[src/rtl/cache_mem_arbiter_pkg.sv]
// Shared definitions for the I/D cache memory-port arbiter: FSM encoding,
// requester IDs and default block geometry.
package cache_mem_arbiter_pkg;

    localparam int unsigned DefaultAddrW = 28;
    localparam int unsigned DefaultDataW = 128;

    typedef enum logic [1:0] {
        StIdle  = 2'd0,
        StBusyI = 2'd1,
        StBusyD = 2'd2,
        StDone  = 2'd3
    } arb_state_e;

    localparam logic REQ_I = 1'b0;
    localparam logic REQ_D = 1'b1;

endpackage

[src/rtl/cache_mem_arbiter.sv]
// Round-robin arbiter sharing one block-level memory port between the I-cache
// refill path and the D-cache refill/write-back path.
module cache_mem_arbiter
    import cache_mem_arbiter_pkg::*;
#(
    parameter int unsigned ADDR_W = DefaultAddrW,
    parameter int unsigned DATA_W = DefaultDataW
) (
    input  logic              clk,
    input  logic              rst,

    input  logic              i_read,
    input  logic [ADDR_W-1:0] i_addr,
    output logic              i_ready,
    output logic [DATA_W-1:0] i_rdata,

    input  logic              d_read,
    input  logic              d_write,
    input  logic [ADDR_W-1:0] d_addr,
    input  logic [DATA_W-1:0] d_wdata,
    output logic              d_ready,
    output logic [DATA_W-1:0] d_rdata,

    output logic              mem_read,
    output logic              mem_write,
    output logic [ADDR_W-1:0] mem_addr,
    output logic [DATA_W-1:0] mem_wdata,
    input  logic              mem_ready,
    input  logic [DATA_W-1:0] mem_rdata
);

    arb_state_e        state_q, state_d;
    logic              last_grant_q, last_grant_d;
    logic              mem_read_q, mem_read_d;
    logic              mem_write_q, mem_write_d;
    logic [ADDR_W-1:0] mem_addr_q, mem_addr_d;
    logic [DATA_W-1:0] mem_wdata_q, mem_wdata_d;
    logic [DATA_W-1:0] i_rdata_q, i_rdata_d;
    logic [DATA_W-1:0] d_rdata_q, d_rdata_d;
    logic              i_ready_q, i_ready_d;
    logic              d_ready_q, d_ready_d;

    logic i_pend, d_pend;
    logic grant_i, grant_d;

    assign i_pend = i_read;
    assign d_pend = d_read | d_write;

    // I wins when alone, or when both pend and D was served last.
    assign grant_i = i_pend & (~d_pend | (last_grant_q == REQ_D));
    assign grant_d = d_pend & ~grant_i;

    always_comb begin
        state_d      = state_q;
        last_grant_d = last_grant_q;
        mem_read_d   = mem_read_q;
        mem_write_d  = mem_write_q;
        mem_addr_d   = mem_addr_q;
        mem_wdata_d  = mem_wdata_q;
        i_rdata_d    = i_rdata_q;
        d_rdata_d    = d_rdata_q;
        i_ready_d    = 1'b0;
        d_ready_d    = 1'b0;

        case (state_q)
            StIdle: begin
                if (grant_i) begin
                    state_d     = StBusyI;
                    mem_read_d  = 1'b1;
                    mem_write_d = 1'b0;
                    mem_addr_d  = i_addr;
                end else if (grant_d) begin
                    // A simultaneous read+write is a protocol error; the write wins.
                    state_d     = StBusyD;
                    mem_read_d  = ~d_write;
                    mem_write_d = d_write;
                    mem_addr_d  = d_addr;
                    mem_wdata_d = d_wdata;
                end
            end

            StBusyI: begin
                if (mem_ready) begin
                    state_d      = StDone;
                    i_rdata_d    = mem_rdata;
                    i_ready_d    = 1'b1;
                    mem_read_d   = 1'b0;
                    mem_write_d  = 1'b0;
                    last_grant_d = REQ_I;
                end
            end

            StBusyD: begin
                if (mem_ready) begin
                    state_d      = StDone;
                    d_rdata_d    = mem_rdata;
                    d_ready_d    = 1'b1;
                    mem_read_d   = 1'b0;
                    mem_write_d  = 1'b0;
                    last_grant_d = REQ_D;
                end
            end

            // One dead cycle lets the served cache drop its request.
            StDone: begin
                state_d = StIdle;
            end

            default: begin
                state_d = StIdle;
            end
        endcase
    end

    always_ff @(posedge clk) begin
        if (rst) begin
            state_q      <= StIdle;
            last_grant_q <= REQ_D;
            mem_read_q   <= 1'b0;
            mem_write_q  <= 1'b0;
            mem_addr_q   <= '0;
            mem_wdata_q  <= '0;
            i_rdata_q    <= '0;
            d_rdata_q    <= '0;
            i_ready_q    <= 1'b0;
            d_ready_q    <= 1'b0;
        end else begin
            state_q      <= state_d;
            last_grant_q <= last_grant_d;
            mem_read_q   <= mem_read_d;
            mem_write_q  <= mem_write_d;
            mem_addr_q   <= mem_addr_d;
            mem_wdata_q  <= mem_wdata_d;
            i_rdata_q    <= i_rdata_d;
            d_rdata_q    <= d_rdata_d;
            i_ready_q    <= i_ready_d;
            d_ready_q    <= d_ready_d;
        end
    end

    assign i_ready   = i_ready_q;
    assign i_rdata   = i_rdata_q;
    assign d_ready   = d_ready_q;
    assign d_rdata   = d_rdata_q;
    assign mem_read  = mem_read_q;
    assign mem_write = mem_write_q;
    assign mem_addr  = mem_addr_q;
    assign mem_wdata = mem_wdata_q;

endmodule
[config.mk]
export PLATFORM = sky130hd
export DESIGN_NAME = cache_mem_arbiter
export DESIGN_NICKNAME = d
export VERILOG_FILES = /design/src/rtl/cache_mem_arbiter_pkg.sv /design/src/rtl/cache_mem_arbiter.sv
export SDC_FILE = /design/constraint.sdc
export NUM_CORES = 1
export LEC_CHECK = 0
export ABC_AREA = 1
export BUFFER_PORTS_ARGS = -buffer_cell sky130_fd_sc_hd__clkbuf_2
export CAP_MARGIN = 20
export CORE_AREA = 4 4 286 288
export CTS_CLUSTER_DIAMETER = 30
export CTS_CLUSTER_SIZE = 20
export DETAILED_ROUTE_END_ITERATION = 7
export DIE_AREA = 0 0 290 292
export GPL_TIMING_DRIVEN = 0
export SLEW_MARGIN = 25
export SYNTH_ARGS = -nofsm -noshare
export SYNTH_HDL_FRONTEND = slang
export SYNTH_SLANG_ARGS = --single-unit
[constraint.sdc]
create_clock -name clk -period 1.3 [get_ports clk]
set_input_delay 0.13 -clock clk [delete_from_list [all_inputs] [get_ports clk]]
set_output_delay 0.13 -clock clk [all_outputs]
set_load 0.02 [all_outputs]
==> impl_results.md, run 1 <==
- Post-Synthesis Cells: 1,828
- Filler cells: 7,766
- H-tree lvl count: 3
- Cell row count: 103
- CTS clock-pin slew for the worst setup and hold paths: 0.04 ns
- Top flip-flop cell by instance count after synthesis: sky130_fd_sc_hd__dfxtp_1
- Clock Skews: 0.0317 ns
- Reg-to-reg slack, setup: -0.25 ns
- Startpoint-to-endpoint class of the critical path: flop to flop
- Root Buffer: sky130_fd_sc_hd__clkbuf_16
- Highest routed layer: met5
- Fraction of final layout cells with drive strength greater than 1: 0.382
- Yosys warning count: 0
- Post-placement setup slack: -0.863 ns
- Register area share after synthesis: 0.575
- Cell Area, Synth: between 10,000 and 15,000 um^2
- Syn Nets: 2,150
- Cell with the most instances after synthesis: sky130_fd_sc_hd__dfxtp_1
- Synth top area share: 0.575
- GPL Wtd Cong: between 0.9 and 1
- Slew headroom: 0.429
- Maximum buffer depth of the clock tree: 3
- Setup violations, final: between 400 and 500
- Total via count after detailed routing: between 15,000 and 20,000
- Core Footprint: 78,900 um^2
- Top cells by area, synth: sky130_fd_sc_hd__dfxtp_1, sky130_fd_sc_hd__o21ai_0, sky130_fd_sc_hd__nor2_1
- Combinational share of power: 0.311
- Detailed-route wire length on metal 1: between 20,000 and 30,000 um
- Drt wl/cell: 18.0 um
- Flops & latches, synth: 419
- Final WL: 74,200 um
- Number of antenna violations at the first check in global routing: 1
- P_int: 41.3 mW
- # nets final: 3,324
- Length of routed met2 wiring: ~36,000 um
- Cell variety after synth: 19
- Violations in the final reports: setup timing
- Setup tns final: -53.76 ns
- Starting Density: 0.185
- Endpoint arrival time on the critical path: 2.07 ns
- Post-synth EDFFs: 0
- Largest area contributor in the netlist: sky130_fd_sc_hd__dfxtp_1
- Antenna fix cells: 0
- Vias in the first global route: ~18,000
- Mean instance size in the synthesized netlist: 7.98 um^2
- DRC violations left: 0
- Final setup margin: -0.254 ns
- Sw Ratio: 0.348
- Period utilization: 1.20
- First-pass GRT wire length: 105,000 um
- Net switching power figure: 22.0 mW
- Setup crit end kind: flop
- Sequential share of power: 0.277
- Min-Delay Path Depth: 3
- CP Max Fanout: 6
- Hold Path Class: primary input to flop
- Number of cells on the worst reg-to-reg path: 9
- TritonCTS clock tree: yes
- Final Critical Period: 1.55 ns
- Slew at the pin with the worst max-slew slack: 0.857 ns
- Number of nets still failing antenna checks after routing: 0
- Iter 0 DRT Violations: 693
- Worst min-delay path startpoint: rst
- Hold path endpoint: i_ready
- Total of buffers placed on input and output ports: 732
- Number of slew-limit violations in the final report: 0
- Die Span Y: about 290 um
- Global-route usage over all layers: 0.159
- Cell types with the highest counts after synthesis: sky130_fd_sc_hd__dfxtp_1, sky130_fd_sc_hd__nor2_1, sky130_fd_sc_hd__o21ai_0
- Portion of total power attributed to the clock network: 0.412
- RSZ-0062 raised after global routing: true
- Horiz. Die Dim: 290 um
- Insertion delay to the later sink of the worst-skew pair: between 0.6 and 0.7 ns
- Largest voltage drop on the vdd net: 1.12 mV
- Startpoint class of the critical path: flop
- Detail-routed via count per cell: between 4 and 5
- Reported max-cap violation count: 0
- Relative area change from synthesis to final layout: 93.1%
- Number of clock sinks: 419
- Number of primary I/O pins: 734
- Result of the run: complete, but fails checks
- Worst R2R End: mem_wdata[27]
- Grt ovf: 0
- Max Clk Rate: 643 MHz
- Largest net degree at the start of global routing: 16
- Critical path required time: 1.81 ns
- Async SR Flop Fraction: 0
- Final Hold Violating Endpoints: 0
- DP HPWL: around 50,000 um
- Number of buffers created by CTS: 98
- Static leakage power: 13.5 nW
- Pwr dens: ~2200 nW/um^2
- Source of the worst register-to-register timing path: state_q[0]
- Total Die Area: 84,700 um^2
- 1st-pass router iterations: 5
- Routed length on met3: 6020 um
logic make-up after synthesis:
kind of cell	count (synthesis)	synth area share
and+or+nand+nor	588	0.155
AOI/OAI and AO/OA	516	0.177
DFF	419	0.575
buffers and inverters	301	0.0900
adders and majority gates	4	0.00343
cell type report:
cell class | instances | area (um^2) | area share
Sequential cell | 419 | 8400 | 0.298
Timing Repair Buffer | 1074 | 7250 | 0.257
Multi-Input combinational cell | 1108 | 5480 | 0.194
Clock buffer | 119 | 2650 | 0.0941
Buffer | 127 | 1490 | 0.0528
Tap cell | 1050 | 1310 | 0.0466
Clock inverter | 64 | 917 | 0.0325
Inverter | 174 | 688 | 0.0244
through the flow:
step                utilization  hold slack [ns]  power, mW  cells  area (um^2)
floorplan                     -            0.273       26.9   1828        14700
global placement          0.249            0.364       33.1   3610        19600
detailed placement        0.249            0.373       33.2   3610        19600
CTS                       0.343           0.0741       61.5   4113        27100
global route              0.357            0.119       66.2   4135        28200
finish                    0.357            0.112       63.4   4135        28200
power by group through the flow:
stage / Combinational [mW] / Sequential (mW) / Clock (mW)
after CTS: 17.6 / 17.3 / 26.6
after detailed placement: 15.7 / 17.5 / 0
after floorplan: 6.22 / 20.7 / 0
after global routing: 21.2 / 17.8 / 27.2
after global placement: 15.7 / 17.4 / 0
final: 19.7 / 17.5 / 26.1
how the worst max path moves through the flow:
| stage | start | end |
|---|---|---|
| after floorplan | state_q[0] | d_rdata[100] |
| after global placement | state_q[1] | i_rdata[106] |
| after detailed placement | state_q[1] | i_rdata[106] |
| after CTS | state_q[1] | i_rdata[106] |
| after global routing | state_q[0] | mem_wdata[53] |
| final | state_q[0] | mem_wdata[27] |
layer usage:
layer / track usage / up-vias
li1: - / 8245
met1: 0.176 / 7960
met2: 0.265 / 863
met3: 0.0526 / 262
met4: 0.0950 / 2
met5: 0 / -
flip-flops by register name (all words and copies together), names as in the netlist:
name / flops
d_rdata: 128
i_rdata: 128
mem_wdata: 128
mem_addr: 28
state_q: 2
d_ready: 1
i_ready: 1
last_grant_q: 1
mem_read: 1
mem_write: 1
critical path, cell delays in order, from the launching register on:
cell,delay (ns)
sky130_fd_sc_hd__dfxtp_4,0.35
sky130_fd_sc_hd__inv_4,0.07
sky130_fd_sc_hd__ha_4,0.15
sky130_fd_sc_hd__inv_4,0.04
sky130_fd_sc_hd__nor2_4,0.15
sky130_fd_sc_hd__nand2_8,0.11
sky130_fd_sc_hd__buf_12,0.17
sky130_fd_sc_hd__buf_12,0.14
sky130_fd_sc_hd__o21ai_4,0.19
sky130_fd_sc_hd__nor2_1,0.07
layout by cell type (no fill, tap or decap), types with 7 or more instances in the layout:
cell	n
sky130_fd_sc_hd__nor2_1	293
sky130_fd_sc_hd__bufinv_16	17
sky130_fd_sc_hd__a21oi_2	14
sky130_fd_sc_hd__nor2_4	9
sky130_fd_sc_hd__clkbuf_16	110
sky130_fd_sc_hd__clkinvlp_4	9
sky130_fd_sc_hd__dlygate4sd3_1	318
sky130_fd_sc_hd__o21ai_1	160
sky130_fd_sc_hd__buf_8	23
sky130_fd_sc_hd__inv_1	162
sky130_fd_sc_hd__buf_12	26
sky130_fd_sc_hd__o21ai_2	80
sky130_fd_sc_hd__o21ai_0	140
sky130_fd_sc_hd__a21oi_1	117
sky130_fd_sc_hd__nand2_1	227
sky130_fd_sc_hd__buf_4	19
sky130_fd_sc_hd__nor2_2	20
sky130_fd_sc_hd__clkbuf_8	14
sky130_fd_sc_hd__clkinv_4	7
sky130_fd_sc_hd__clkbuf_1	38
sky130_fd_sc_hd__buf_6	31
sky130_fd_sc_hd__clkbuf_2	730
sky130_fd_sc_hd__dfxtp_1	415
sky130_fd_sc_hd__nand3_1	32
sky130_fd_sc_hd__clkinv_2	24
what timing repair did:
action | CTS | global route
resized for setup | 202 | 339
gates cloned | 1 | 10
endpoints found under the hold margin | 417 | 0
setup buffers | 1 | 12
pin swaps | 7 | 38
hold buffers | 318 | 0
setup endpoints to repair | 810 | 822
Power figures use the tool's default switching activity.
==> inputs of run 2 (changes only) <==
- SKIP_CTS_REPAIR_TIMING: not set -> 1
==> run 2 against run 1 <==
  * The run still ends with setup timing left
  * Power shrank 2.4%
  * Die area unchanged
  * Final area down 2.4%
  * Sequential share of layout area grew 0.71 points
  * Setup slack lost 0.018 ns
  * Routed wire length down 2.3%
  * Register-to-register slack lost 0.02 ns
  * Worst hold slack lost 0.085 ns
  * Final cell count decreased by 0.29%
  * First-iteration DRC count is 19% higher
  * Combinational power shrank 7%
==> impl_results.md, run 2 (synthesis gave the netlist of run 1 again) <==
- Vias in the first global route: 15,200 (was 17,600)
- Crit-path max cell delay: 0.34 ns (was 0.35 ns)
- Reported max-cap violation count: 0 (unchanged)
- Leading cell types in the layout, fill and taps excluded: sky130_fd_sc_hd__clkbuf_2, sky130_fd_sc_hd__dfxtp_1, sky130_fd_sc_hd__nor2_1 (was sky130_fd_sc_hd__clkbuf_2, sky130_fd_sc_hd__dfxtp_1, sky130_fd_sc_hd__dlygate4sd3_1)
- Final Hold Violating Endpoints: 0 (unchanged)
- Horiz. Die Dim: 290 um (unchanged)
- Combinational share of power: 0.296 (was 0.311)
- Slew at the pin with the worst max-slew slack: 0.896 ns (was 0.857 ns)
- Hold Path Class: primary input to flop (unchanged)
- Area of the multi-input gates: 5270 um^2 (was 5480 um^2)
- Insertion delay to the later sink of the worst-skew pair: 0.65 ns (about the same)
- Final WL: 72,500 um (was 74,200 um)
- Worst R2R End: mem_wdata[27] (unchanged)
- Number of cells on the worst reg-to-reg path: 9 (unchanged)
- Slew headroom: 0.403 (was 0.429)
- Number of antenna violations at the first check in global routing: 4 (was 1)
- Reg-to-reg slack, setup: -0.27 ns (was -0.25 ns)
- Clock Skews: 0.0314 ns (was 0.0317 ns)
- Worst path slowest cell: sky130_fd_sc_hd__dfxtp_2 (was sky130_fd_sc_hd__dfxtp_4)
- Post-placement setup slack: -0.863 ns (unchanged)
- Final Critical Period: 1.57 ns (was 1.55 ns)
- Most common cell after layout, fill and taps aside: sky130_fd_sc_hd__clkbuf_2 (unchanged)
- Starting Density: 0.185 (unchanged)
- Max Clk Rate: 636 MHz (was 643 MHz)
- Number of clock sinks: 419 (unchanged)
- Number of primary I/O pins: 734 (unchanged)
- Cell row count: 103 (unchanged)
- Ordered cell list for the critical path: inv_4, ha_4, inv_2, nor2_4, nand2_4, buf_12, buf_6, o21ai_4, nor2_1 (was inv_4, ha_4, inv_4, nor2_4, nand2_8, buf_12, buf_12, o21ai_4, nor2_1)
- Drt wl/cell: 17.6 um (was 18.0 um)
- Total Die Area: 84,700 um^2 (unchanged)
- CP Max Fanout: 10 (was 6)
- Core Footprint: 78,900 um^2 (unchanged)
- Final setup margin: -0.272 ns (was -0.254 ns)
- 1st-pass router iterations: 5 (unchanged)
- H-tree lvl count: 3 (unchanged)
- Min-Delay Path Depth: 8 (was 3)
- Iter 0 DRT Violations: 822 (was 693)
- Critical path required time: 1.81 ns (about the same)
- End-of-flow core utilization: 0.349 (was 0.357)
- # nets final: 3,309 (was 3,324)
- GPL Wtd Cong: 0.924 (unchanged)
- Startpoint-to-endpoint class of the critical path: flop to flop (unchanged)
- Number of cells after detailed placement: 3,610 (unchanged)
- Net switching power figure: 21.4 mW (was 22.0 mW)
- Die Span Y: 292 um (unchanged)
- Total of buffers placed on input and output ports: 732 (unchanged)
- Largest voltage drop on the vdd net: 1.13 mV (was 1.12 mV)
- Setup tns final: -51.49 ns (was -53.76 ns)
- DRC violations left: 0 (unchanged)
- Total via count after detailed routing: 17,100 (was 17,300)
- Static leakage power: 13.3 nW (was 13.5 nW)
- Portion of total power attributed to the clock network: 0.422 (was 0.412)
- Grt ovf: 0 (unchanged)
- Global-route usage over all layers: 0.144 (was 0.159)
- Filler cells: 7,885 (was 7,766)
- Fraction of final layout cells with drive strength greater than 1: 0.363 (was 0.382)
- Result of the run: complete, but fails checks (unchanged)
- First-pass GRT wire length: 94,100 um (was 105,000 um)
- Sequential share of power: 0.282 (was 0.277)
- TritonCTS clock tree: yes (unchanged)
- Setup violations, final: 463 (was 492)
- Violations in the final reports: setup timing (unchanged)
- Sw Ratio: 0.347 (was 0.348)
- Hold path endpoint: state_q[0] (was i_ready)
- Source of the worst register-to-register timing path: state_q[1] (was state_q[0])
- Pwr dens: 2250 nW/um^2 (about the same)
- Number of buffers created by CTS: 98 (unchanged)
- Relative area change from synthesis to final layout: 88.5% (was 93.1%)
- RSZ-0062 raised after global routing: true (unchanged)
- Detail-routed via count per cell: 4.16 (was 4.19)
- Number of slew-limit violations in the final report: 0 (unchanged)
- Startpoint class of the critical path: flop (unchanged)
- Maximum buffer depth of the clock tree: 3 (unchanged)
- Largest net degree at the start of global routing: 16 (unchanged)
- Post-route non-filler standard cell count: 4,123 (was 4,135)
- DP HPWL: 50,300 um (unchanged)
- Area of all sequential standard cells: 8390 um^2 (was 8400 um^2)
- P_int: 40.4 mW (was 41.3 mW)
- Number of nets still failing antenna checks after routing: 0 (unchanged)
- Endpoint arrival time on the critical path: 2.09 ns (was 2.07 ns)
- Worst min-delay path startpoint: d_read (was rst)
- Period utilization: 1.21 (was 1.20)
- Setup crit end kind: flop (unchanged)
- Root Buffer: sky130_fd_sc_hd__clkbuf_16 (unchanged)
- CTS clock-pin slew for the worst setup and hold paths: 0.04 ns (about the same)
run 2: layout make-up:
| class | instances | share of cell area |
|---|---|---|
| Timing Repair Buffer | 1060 | 0.254 |
| Tap cell | 1050 | 0.0478 |
| Multi-Input combinational cell | 1108 | 0.192 |
| Buffer | 126 | 0.0466 |
| Inverter | 174 | 0.0246 |
| Sequential cell | 419 | 0.305 |
| Clock buffer | 119 | 0.0964 |
| Clock inverter | 64 | 0.0333 |
| Antenna cell | 3 | 0.000273 |
run 2: critical path, delay by kind of cell (launching register included):
kind                       cells  cell delay, ns
DFF                            1            0.34
AOI/OAI and AO/OA              1            0.22
adders and majority gates      1            0.14
buffers and inverters          4            0.46
and+or+nand+nor                3            0.30
run 2: per-layer routing:
layer	GRT usage	share of wire
met5	0	0.00018
met4	0.0649	0.046
met3	0.0472	0.077
met2	0.243	0.49
met1	0.168	0.39
run 2: worst max path at each step:
stage / start / to / slack (ns) / depth (start not counted)
6_report: state_q[1] / mem_wdata[27] / -0.27 / 9
5_1_grt: state_q[0] / mem_wdata[27] / -0.31 / 9
4_1_cts: state_q[1] / i_rdata[106] / -0.87 / 8
3_5_place_dp: state_q[1] / i_rdata[106] / -0.86 / 8
3_3_place_gp: state_q[1] / i_rdata[106] / -0.83 / 8
2_1_floorplan: state_q[0] / d_rdata[100] / -0.02 / 8
run 2: power groups by stage:
stage	clock [mW]	sequential (mW)	combinational (mW)
after CTS	26.6	17.3	15.8
final	26.1	17.4	18.3
after floorplan	0	20.7	6.22
after global placement	0	17.4	15.7
after detailed placement	0	17.5	15.7
after global routing	27.3	17.7	19.8
run 2: metrics by stage:
stage	hold slack, ns	power, mW	instance area (um^2)
floorplan	0.273	26.9	14700
global placement	0.364	33.1	19600
detailed placement	0.373	33.2	19600
CTS	-0.340	59.7	23200
global route	0.0389	64.7	27500
finish	0.0265	61.8	27500
